### config.mk
export PLATFORM = sky130hd
export DESIGN_NAME = ma_filter_flat
export DESIGN_NICKNAME = d
export VERILOG_FILES = /design/src/rtl/interp_pkg.sv /design/src/rtl/ma_filter_if.sv /design/src/rtl/ma_delay_line.sv /design/src/rtl/ma_filter.sv /design/src/flat_wrapper.sv
export SDC_FILE = /design/constraint.sdc
export NUM_CORES = 1
export LEC_CHECK = 0
export ABC_AREA = 1
export BUFFER_PORTS_ARGS = -buffer_cell sky130_fd_sc_hd__buf_2
export CORE_UTILIZATION = 58
export CTS_BUF_LIST = sky130_fd_sc_hd__clkbuf_4
export DETAILED_ROUTE_END_ITERATION = 12
export PLACE_DENSITY = 0.79
export SETUP_SLACK_MARGIN = 0.4
export SYNTH_ARGS = -nofsm -noshare
export SYNTH_HDL_FRONTEND = slang
export SYNTH_SLANG_ARGS = --single-unit
### constraint.sdc
create_clock -name clk -period 2.9 [get_ports clk]
set_input_delay 0.29 -clock clk [delete_from_list [all_inputs] [get_ports clk]]
set_output_delay 0.29 -clock clk [all_outputs]
set_load 0.1 [all_outputs]
### src/rtl/interp_pkg.sv
// interp_pkg: widths and types shared by the interpolator and the moving-average filter.
package interp_pkg;
    localparam int DATA_W    = 32;
    localparam int LOG2_TAPS = 3;
    localparam int CNT_W     = 9;
    localparam int TAPS      = 1 << LOG2_TAPS;
    localparam int ACC_W     = DATA_W + LOG2_TAPS;
    localparam logic [LOG2_TAPS:0] FILL_MAX = (LOG2_TAPS + 1)'(TAPS);
    typedef logic signed [DATA_W-1:0] sample_t;
    typedef logic signed [ACC_W-1:0]  acc_t;
endpackage

### src/rtl/ma_filter_if.sv
// ma_filter_if: sample stream into the filter and the filtered stream plus status out.
interface ma_filter_if;
    import interp_pkg::*;
    sample_t          din;
    logic             din_valid;
    sample_t          x_filt;
    logic             x_filt_valid;
    logic             primed;
    logic [CNT_W-1:0] cnt;
    modport master (output din, din_valid, input x_filt, x_filt_valid, primed, cnt);
    modport slave  (input din, din_valid, output x_filt, x_filt_valid, primed, cnt);
endinterface

### src/rtl/ma_delay_line.sv
// ma_delay_line: circular TAPS-word buffer; the word at wp is the oldest and is read before overwrite.
module ma_delay_line
    import interp_pkg::*;
(
    input  logic                 clk,
    input  logic                 rst,
    input  logic                 we,
    input  logic [LOG2_TAPS-1:0] wp,
    input  sample_t              din,
    output sample_t              oldest
);
    sample_t mem [TAPS];
    assign oldest = mem[wp];
    always_ff @(posedge clk)
        if (rst)
            for (int i = 0; i < TAPS; i++) mem[i] <= '0;
        else if (we)
            mem[wp] <= din;
endmodule

### src/rtl/ma_filter.sv
// ma_filter: TAPS-tap boxcar average using a running sum and a circular delay line.
module ma_filter
    import interp_pkg::*;
(
    input  logic       clk,
    input  logic       rst,
    ma_filter_if.slave bus
);
    acc_t                 acc;
    logic [LOG2_TAPS-1:0] wp;
    logic [LOG2_TAPS:0]   fill, fill_nxt;
    logic                 v1;
    sample_t              oldest;
    ma_delay_line u_line (
        .clk    (clk),
        .rst    (rst),
        .we     (bus.din_valid),
        .wp     (wp),
        .din    (bus.din),
        .oldest (oldest)
    );
    // primed is taken from the next fill value so it rises with the TAPS-th sample
    always_comb fill_nxt = (bus.din_valid && fill != FILL_MAX) ? fill + 1'b1 : fill;
    always_ff @(posedge clk) begin
        if (rst) begin
            acc              <= '0;
            wp               <= '0;
            fill             <= '0;
            v1               <= 1'b0;
            bus.x_filt       <= '0;
            bus.x_filt_valid <= 1'b0;
            bus.primed       <= 1'b0;
            bus.cnt          <= '0;
        end else begin
            v1               <= bus.din_valid;
            fill             <= fill_nxt;
            bus.primed       <= fill_nxt == FILL_MAX;
            bus.x_filt_valid <= v1;
            if (bus.din_valid) begin
                acc     <= acc + acc_t'(bus.din) - acc_t'(oldest);
                wp      <= wp + 1'b1;
                bus.cnt <= bus.cnt + 1'b1;
            end
            if (v1) bus.x_filt <= sample_t'(acc >>> LOG2_TAPS);
        end
    end
endmodule
### src/flat_wrapper.sv
// flat-port wrapper written by rule: the top's interface ports become plain ports
module ma_filter_flat import interp_pkg::*;
  (clk, rst, bus_din, bus_din_valid, bus_x_filt, bus_x_filt_valid, bus_primed, bus_cnt);
  ma_filter_if bus_i ();
  input  logic clk;
  input  logic rst;
  input wire logic [$bits(bus_i.din)-1:0] bus_din;
  input wire logic [$bits(bus_i.din_valid)-1:0] bus_din_valid;
  output wire logic [$bits(bus_i.x_filt)-1:0] bus_x_filt;
  output wire logic [$bits(bus_i.x_filt_valid)-1:0] bus_x_filt_valid;
  output wire logic [$bits(bus_i.primed)-1:0] bus_primed;
  output wire logic [$bits(bus_i.cnt)-1:0] bus_cnt;
  assign bus_i.din = bus_din;
  assign bus_i.din_valid = bus_din_valid;
  assign bus_x_filt = bus_i.x_filt;
  assign bus_x_filt_valid = bus_i.x_filt_valid;
  assign bus_primed = bus_i.primed;
  assign bus_cnt = bus_i.cnt;
  ma_filter u_core (.clk(clk), .rst(rst), .bus(bus_i));
endmodule
==> results of run 1 <==
power breakdown:
part	switching [mW]	internal, mW
registers	0.166	5.70
clock network	1.98	2.20
logic	6.13	4.44
critical path: stages (launching register included):
cell and delay [ps]:
dfxtp_4 480, buf_4 180, clkbuf_16 170, nor2_1 50
o22ai_1 220, nor2_1 90, a31oi_2 250, fa_1 460
inv_1 100, ha_4 220, nand2_1 180, nor2_4 70
buf_4 130, nand2_1 80, inv_1 60, a21oi_2 190
nand2_1 70, nand2_1 60, nand3_1 60, nand2_1 70
inv_1 30
area by class of cell:
type / instances / area, µm² / share of cell area
Sequential cell: 345 / 9480 / 0.426
Multi-Input combinational cell: 1316 / 7780 / 0.349
Timing Repair Buffer: 292 / 2380 / 0.107
Inverter: 272 / 1030 / 0.0461
Clock buffer: 129 / 968 / 0.0435
Tap cell: 390 / 488 / 0.0219
Clock inverter: 17 / 136 / 0.00613
Antenna cell: 1 / 2.50 / 0.000112
per-stage QoR:
step | hold WS (ps) | area, µm² | cells
6_report | 18.8 | 22300 | 2762
5_1_grt | -5.00 | 22300 | 2762
4_1_cts | 1.19 | 21800 | 2750
3_5_place_dp | 462 | 20300 | 2592
3_3_place_gp | 447 | 20300 | 2592
2_1_floorplan | 375 | 18300 | 2029
state kept, by name, summed over array words and instances, names as in the netlist, 3 cells and up, named ones only:
signal             flops
u_core.fill            4
u_core.wp              3
u_core.bus.x_filt     32
u_core.u_line.mem    256
u_core.acc            35
u_core.bus.cnt         9
cell usage in the layout, fill, tap and decap left out, drive strengths merged:
| cell type | instances |
|---|---|
| xnor2 | 2 |
| clkbuf | 134 |
| bufinv | 2 |
| nand3b | 1 |
| diode | 1 |
| ha | 40 |
| nor2 | 540 |
| nand2 | 214 |
| a31oi | 30 |
| nor3b | 1 |
| dfxtp | 89 |
| o221ai | 2 |
| o21ai | 212 |
| edfxtp | 256 |
| nand3 | 58 |
| o21a | 1 |
| xor2 | 19 |
| inv | 244 |
| clkinv | 43 |
| a21boi | 2 |
| fa | 34 |
| a21oi | 105 |
| dlygate4sd3 | 6 |
| o22ai | 33 |
| nand4 | 4 |
| o21bai | 5 |
| nor3 | 12 |
| buf | 281 |
| or2 | 1 |
what timing repair did:
item                                    CTS  global route
gates cloned                              3             5
endpoints found under the setup margin   34            35
endpoints found under the hold margin    13             0
pin swaps                                 7            26
gates resized for setup                  49           115
buffers inserted                          3             6
hold buffers                              6             0
path summary, 6_finish.rpt:
| path | from | end | slack, ps | cells past startpoint |
|---|---|---|---|---|
| max | flop | u_core.acc[31] | -440 | 20 |
| min | bus_din[12] | u_core.u_line.mem[1][12] | 20 | 3 |
| max reg2reg | flop | u_core.acc[31] | -440 | 20 |
| min reg2reg | u_core.bus.cnt[8] | u_core.bus.cnt[8] | 470 | 2 |
cells by family after synthesis:
group,Yosys count,share of synthesized area
flops,345,0.534
simple gates,831,0.191
compound gates,390,0.117
xor+xnor,21,0.0104
buf+inv,368,0.0813
fa+ha+maj,74,0.0666
per-layer routing:
layer	routed length (µm)	part of all wire
met5	0	0
met4	2700	0.052
met3	4720	0.090
met2	25500	0.49
met1	19300	0.37
==> results.sh, run 1 <==
export IMPL_layout_drive_gt1_share=0.276
export IMPL_synthTopCellsByArea="edfxtp_1 43%, nor2_1 11%, dfxtp_1 10%"
export IMPL_grt_max_degree=65
export IMPL_core_um2=29900
export IMPL_antenna_found_initial=1
export IMPL_async_reset_ff_frac=0
export IMPL_met3_usage=0.0503
export IMPL_hold_violations=0
export IMPL_path_class="reg2reg"
export IMPL_die_area_um2=31300
export IMPL_gr_total_overflow=0
export IMPL_globalplace_congestion=0.953
export IMPL_synthMostInstantiatedCell="nor2_1"
export IMPL_synth_seq_area_share=0.534
export IMPL_grt_pass1_vias=15500
export IMPL_clk_pin_slew_ps=70
export IMPL_yosysTopAreaCell="edfxtp_1"
export IMPL_cp_required_ps=3540
export IMPL_clockRootBuffer="clkbuf_4"
export IMPL_via_per_inst=5.70
export IMPL_synth_cell_types=38
export IMPL_synth_area_per_cell_um2=8.74
export IMPL_area_delta_synth_final_pct=25.5
export IMPL_grt_pass1_wl_um=79900
export IMPL_synth_ff_type="edfxtp_1"
export IMPL_die_width_um=177
export IMPL_fin_util=0.745
export IMPL_synth_edff_count=256
export IMPL_dr_pass1_iters=6
export IMPL_io_buffers=77
export IMPL_min_path_type="in2reg"
export IMPL_synth_top_area_share=0.434
export IMPL_worst_pin_slew_ps=1060
export IMPL_fin_crit_ps=3340
export IMPL_worst_ep_arrival_time_ps=3980
export IMPL_drt_antenna_violating_nets=0
export IMPL_synthCells=2029
export IMPL_n_fill_cell=2057
export IMPL_cts_sinks=345
export IMPL_cts_path_max_buffers=3
export IMPL_maxSlewHeadroom=0.294
export IMPL_vdd_drop_max_uv=669
export IMPL_clk_latency_ps=760
export IMPL_drcViolationCount=0
export IMPL_yosys_top_cells_count="531 x nor2_1, 256 x edfxtp_1, 235 x inv_1, 207 x o21ai_0, 192 x nand2_1"
export IMPL_cts_made_buffers=88
export IMPL_vias=15700
export IMPL_total_power_mw=20.6
export IMPL_pin_count=78
export IMPL_syn_nets=2138
export IMPL_synth_area_um2=17700
export IMPL_use_met2=0.565
export IMPL_tns_ps=-10110
export IMPL_fin_ws_ps=-441
export IMPL_yosys_register_bits=345
export IMPL_critPathLaunchType="flop"
export IMPL_grt_busiest_layer="met2"
export IMPL_yosysWarnings=0
export IMPL_wl_per_cell_um=18.9
export IMPL_min_period_over_period=1.15
export IMPL_wl_um=52200
export IMPL_finalNetCount=2424
export IMPL_first_iter_violations=1953
export IMPL_cts_tree="yes"
export IMPL_endpoint_kind="flop"
export IMPL_grt_util_met1=0.413
export IMPL_initial_utilization=0.593
export IMPL_dieHeight_um=177
export IMPL_worst_path_max_fanout=13
export IMPL_finalSetupViolCount=32
export IMPL_htreeDepth=3
export IMPL_dpl_hpwl_um=33500
export IMPL_leakage_nw=9.93
export IMPL_rsz0062_at_grt="yes"
export IMPL_cap_viol_max_count=0
export IMPL_status="finished with violations"
export IMPL_pwr_density_cell_nw_per_um2=927
export IMPL_dp_slack_ps=-449
export IMPL_gr_usage_all_layers=0.335
export IMPL_maxSlewViolCount=0
export IMPL_violations="setup timing"
export IMPL_rows=63
export IMPL_fmax_ghz=0.299
export IMPL_clock_skew_ps=59.0
Power figures use the tool's default switching activity.
==> run 2: changes to the inputs <==
Settings changed: SYNTH_HIERARCHICAL from default to 1.
==> results.sh, run 2 <==
export IMPL_synth_cell_types=34
export IMPL_cp_required_ps=3540
export IMPL_synth_area_um2=18500
export IMPL_maxSlewViolCount=0
export IMPL_yosys_top_cells_count="848 x nand2_1, 331 x nor2_1, 286 x inv_1, 256 x edfxtp_1, 100 x a21oi_1"
export IMPL_synth_top_area_share=0.416
export IMPL_fin_ws_ps=-308
export IMPL_p_comb_frac=0.534
export IMPL_die_area_um2=32600
export IMPL_violations="setup timing"
export IMPL_synth_area_per_cell_um2=8.00
export IMPL_dieHeight_um=180
export IMPL_layout_common_cells="755 x nand2_1, 307 x nor2_1, 272 x inv_1"
export IMPL_initial_utilization=0.596
export IMPL_cts_tree="yes"
export IMPL_yosysTopAreaCell="edfxtp_1"
export IMPL_htreeDepth=3
export IMPL_synthTopCellsByArea="edfxtp_1 42%, nand2_1 17%, dfxtp_1 9.3%"
export IMPL_synth_top_family_by_area="simple AND/OR/NAND/NOR gates"
export IMPL_clk_pin_slew_ps=70
export IMPL_drcViolationCount=0
export IMPL_final_common_cell="nand2_1"
export IMPL_synth_mux_area_frac=0
export IMPL_dr_pass1_iters=6
export IMPL_clkPwrFrac=0.191
export IMPL_synthMostInstantiatedCell="nand2_1"
export IMPL_via_per_inst=5.49
export IMPL_worst_ep_arrival_time_ps=3850
export IMPL_synthXorXnorAreaFrac=0.0104
export IMPL_syn_nets=2418
export IMPL_globalplace_congestion=0.952
export IMPL_cts_made_buffers=88
export IMPL_pwr_density_cell_nw_per_um2=921
export IMPL_synth_ff_type="edfxtp_1"
export IMPL_wl_um=55800
export IMPL_first_iter_violations=1749
export IMPL_worst_path_max_fanout=11
export IMPL_vdd_drop_max_uv=626
export IMPL_n_fill_cell=2272
export IMPL_design_area_um2=22900
export IMPL_io_buffers=77
export IMPL_finalSetupViolCount=29
export IMPL_pin_count=78
export IMPL_wl_per_cell_um=18.4
export IMPL_clockRootBuffer="clkbuf_4"
export IMPL_grt_pass1_vias=16400
export IMPL_internal_power_mw=12.4
export IMPL_die_width_um=180
export IMPL_dpl_hpwl_um=34600
export IMPL_register_area_um2=9420
export IMPL_largest_reg_flops=256
export IMPL_min_path_type="in2reg"
export IMPL_synth_compound_area_frac=0.0538
export IMPL_antenna_found_initial=1
export IMPL_hold_violations=0
export IMPL_synthCells=2309
export IMPL_gr_total_overflow=0
export IMPL_critPathLaunchType="flop"
export IMPL_status="finished with violations"
export IMPL_worst_pin_slew_ps=1080
export IMPL_swShare=0.413
export IMPL_finalNetCount=2671
export IMPL_placedInstanceArea_um2=20700
export IMPL_yosys_area_share_simple=0.277
export IMPL_endpoint_kind="flop"
export IMPL_startpoint="u_core/wp[0]"
export IMPL_hold_path_depth=3
export IMPL_async_reset_ff_frac=0
export IMPL_min_period_over_period=1.11
export IMPL_grt_pass1_wl_um=85900
export IMPL_yosys_register_bits=342
export IMPL_reg_top3="u_core/u_line/mem x256, u_core/acc x35, u_core/bus.x_filt x32"
export IMPL_leakage_nw=11.2
export IMPL_core_um2=31000
export IMPL_area_delta_synth_final_pct=24.0
export IMPL_clock_skew_ps=49.8
export IMPL_fin_crit_ps=3210
export IMPL_fmax_ghz=0.312
export IMPL_synth_edff_count=256
export IMPL_regToRegStartpoint="u_core/wp[0]"
export IMPL_p_switching_mw=8.72
export IMPL_synthAdderAreaFrac=0.0639
export IMPL_rows=64
export IMPL_cap_viol_max_count=0
export IMPL_clk_latency_ps=740
export IMPL_rsz0062_at_grt="yes"
export IMPL_fin_util=0.739
export IMPL_synth_seq_area_share=0.509
export IMPL_multi_input_area_um2=8670
export IMPL_vias=16600
export IMPL_cts_path_max_buffers=3
export IMPL_yosysWarnings=6
export IMPL_largest_register="u_core/u_line/mem"
export IMPL_ff2ff_path_depth=23
export IMPL_sequentialPowerShare=0.275
export IMPL_maxSlewHeadroom=0.280
export IMPL_gr_usage_all_layers=0.342
export IMPL_layout_drive_gt1_share=0.243
export IMPL_cts_sinks=342
export IMPL_path_class="reg2reg"
export IMPL_drt_antenna_violating_nets=0
export IMPL_grt_max_degree=65
export IMPL_hold_start="bus_din[5]"
run 2: cell types whose count changed after synthesis, moves of 28 or more:
| cell | previous run | this run |
|---|---|---|
| o22ai_1 | 33 | 0 |
| o21ai_0 | 207 | 75 |
| nor2_1 | 531 | 331 |
| a31oi_1 | 30 | 2 |
| nand2_1 | 192 | 848 |
| clkinv_1 | 31 | 0 |
| inv_1 | 235 | 286 |
run 2: worst paths after layout:
kind | end | slack (ps)
setup / recovery | u_core/acc[29] | -310
hold / removal | u_core/u_line/mem[6][5] | 50
setup reg to reg | u_core/acc[29] | -310
hold reg to reg | u_core/acc[0] | 480
run 2: layout make-up:
class	instances	area share
sequential	342	0.411
multi-input combinational	1575	0.378
timing repair buffer	262	0.0935
inverter	293	0.0485
clock buffer	121	0.0396
tap	396	0.0216
clock inverter	37	0.00743
antenna	1	0.000109
run 2: worst max-delay path, cell delays in order (launching register included):
cell and delay (ps):
dfxtp_4 450, buf_6 180, buf_16 140, nand2_1 50, nand2_1 80, nand2_1 60, nand2_1 70, nand2_1 70
nand2_2 140, fa_1 420, inv_1 90, ha_4 230, nand2_1 90, nand2_1 100, nand2_1 70, nand2_1 120
a21oi_2 250, nor2_1 70, nor2_1 130, nand2_1 70, nand2_1 50, nand3_1 60, nand2_1 70, inv_1 40
run 2: power groups by stage:
| stage | clock, mW | sequential (mW) | combinational [mW] |
|---|---|---|---|
| after floorplan | 0 | 6.14 | 5.72 |
| after global placement | 0 | 5.88 | 9.02 |
| after detailed placement | 0 | 5.90 | 9.14 |
| after CTS | 4.08 | 5.80 | 10.3 |
| after global routing | 4.34 | 5.84 | 12.1 |
| final | 4.04 | 5.80 | 11.3 |
run 2: repair_timing:
item / in CTS / in global routing
hold endpoints to repair: 74 / 0
pin swaps: 26 / 41
gates cloned: 4 / 0
setup buffers: 11 / 4
endpoints found under the setup margin: 33 / 34
hold buffers: 16 / 0
resized for setup: 129 / 82
run 2: per-layer routing:
metal  wire (µm)  GRT usage  up-vias  share of wire
met5           0          0        -              0
met4        2450      0.170        0          0.044
met3        5500     0.0616      161          0.099
met2       26400      0.569      902           0.47
met1       21400      0.431     7795           0.38
li1            -          -     7773              -
run 2: cell families (layout without fill, tap and decap cells):
family	Yosys count	count (layout)
AOI/OAI and AO/OA	191	191
xor gates and xnor gates	22	22
adders and majority gates	74	74
buffers and inverters	392	713
DFF	342	342
other	0	1
and+or+nand+nor	1288	1288
run 2: per-stage QoR:
step / setup TNS (ps) / setup WS [ps] / hold slack, ps / std cells / total power, mW
detailed placement: -5500 / -342 / 465 / 2833 / 15.0
global route: -9830 / -450 / 26.0 / 3027 / 22.3
global placement: -4090 / -260 / 447 / 2833 / 14.9
floorplan: 0 / 95.5 / 440 / 2309 / 11.9
finish: -5510 / -308 / 54.6 / 3027 / 21.1
CTS: -2910 / -222 / 7.38 / 3022 / 20.1
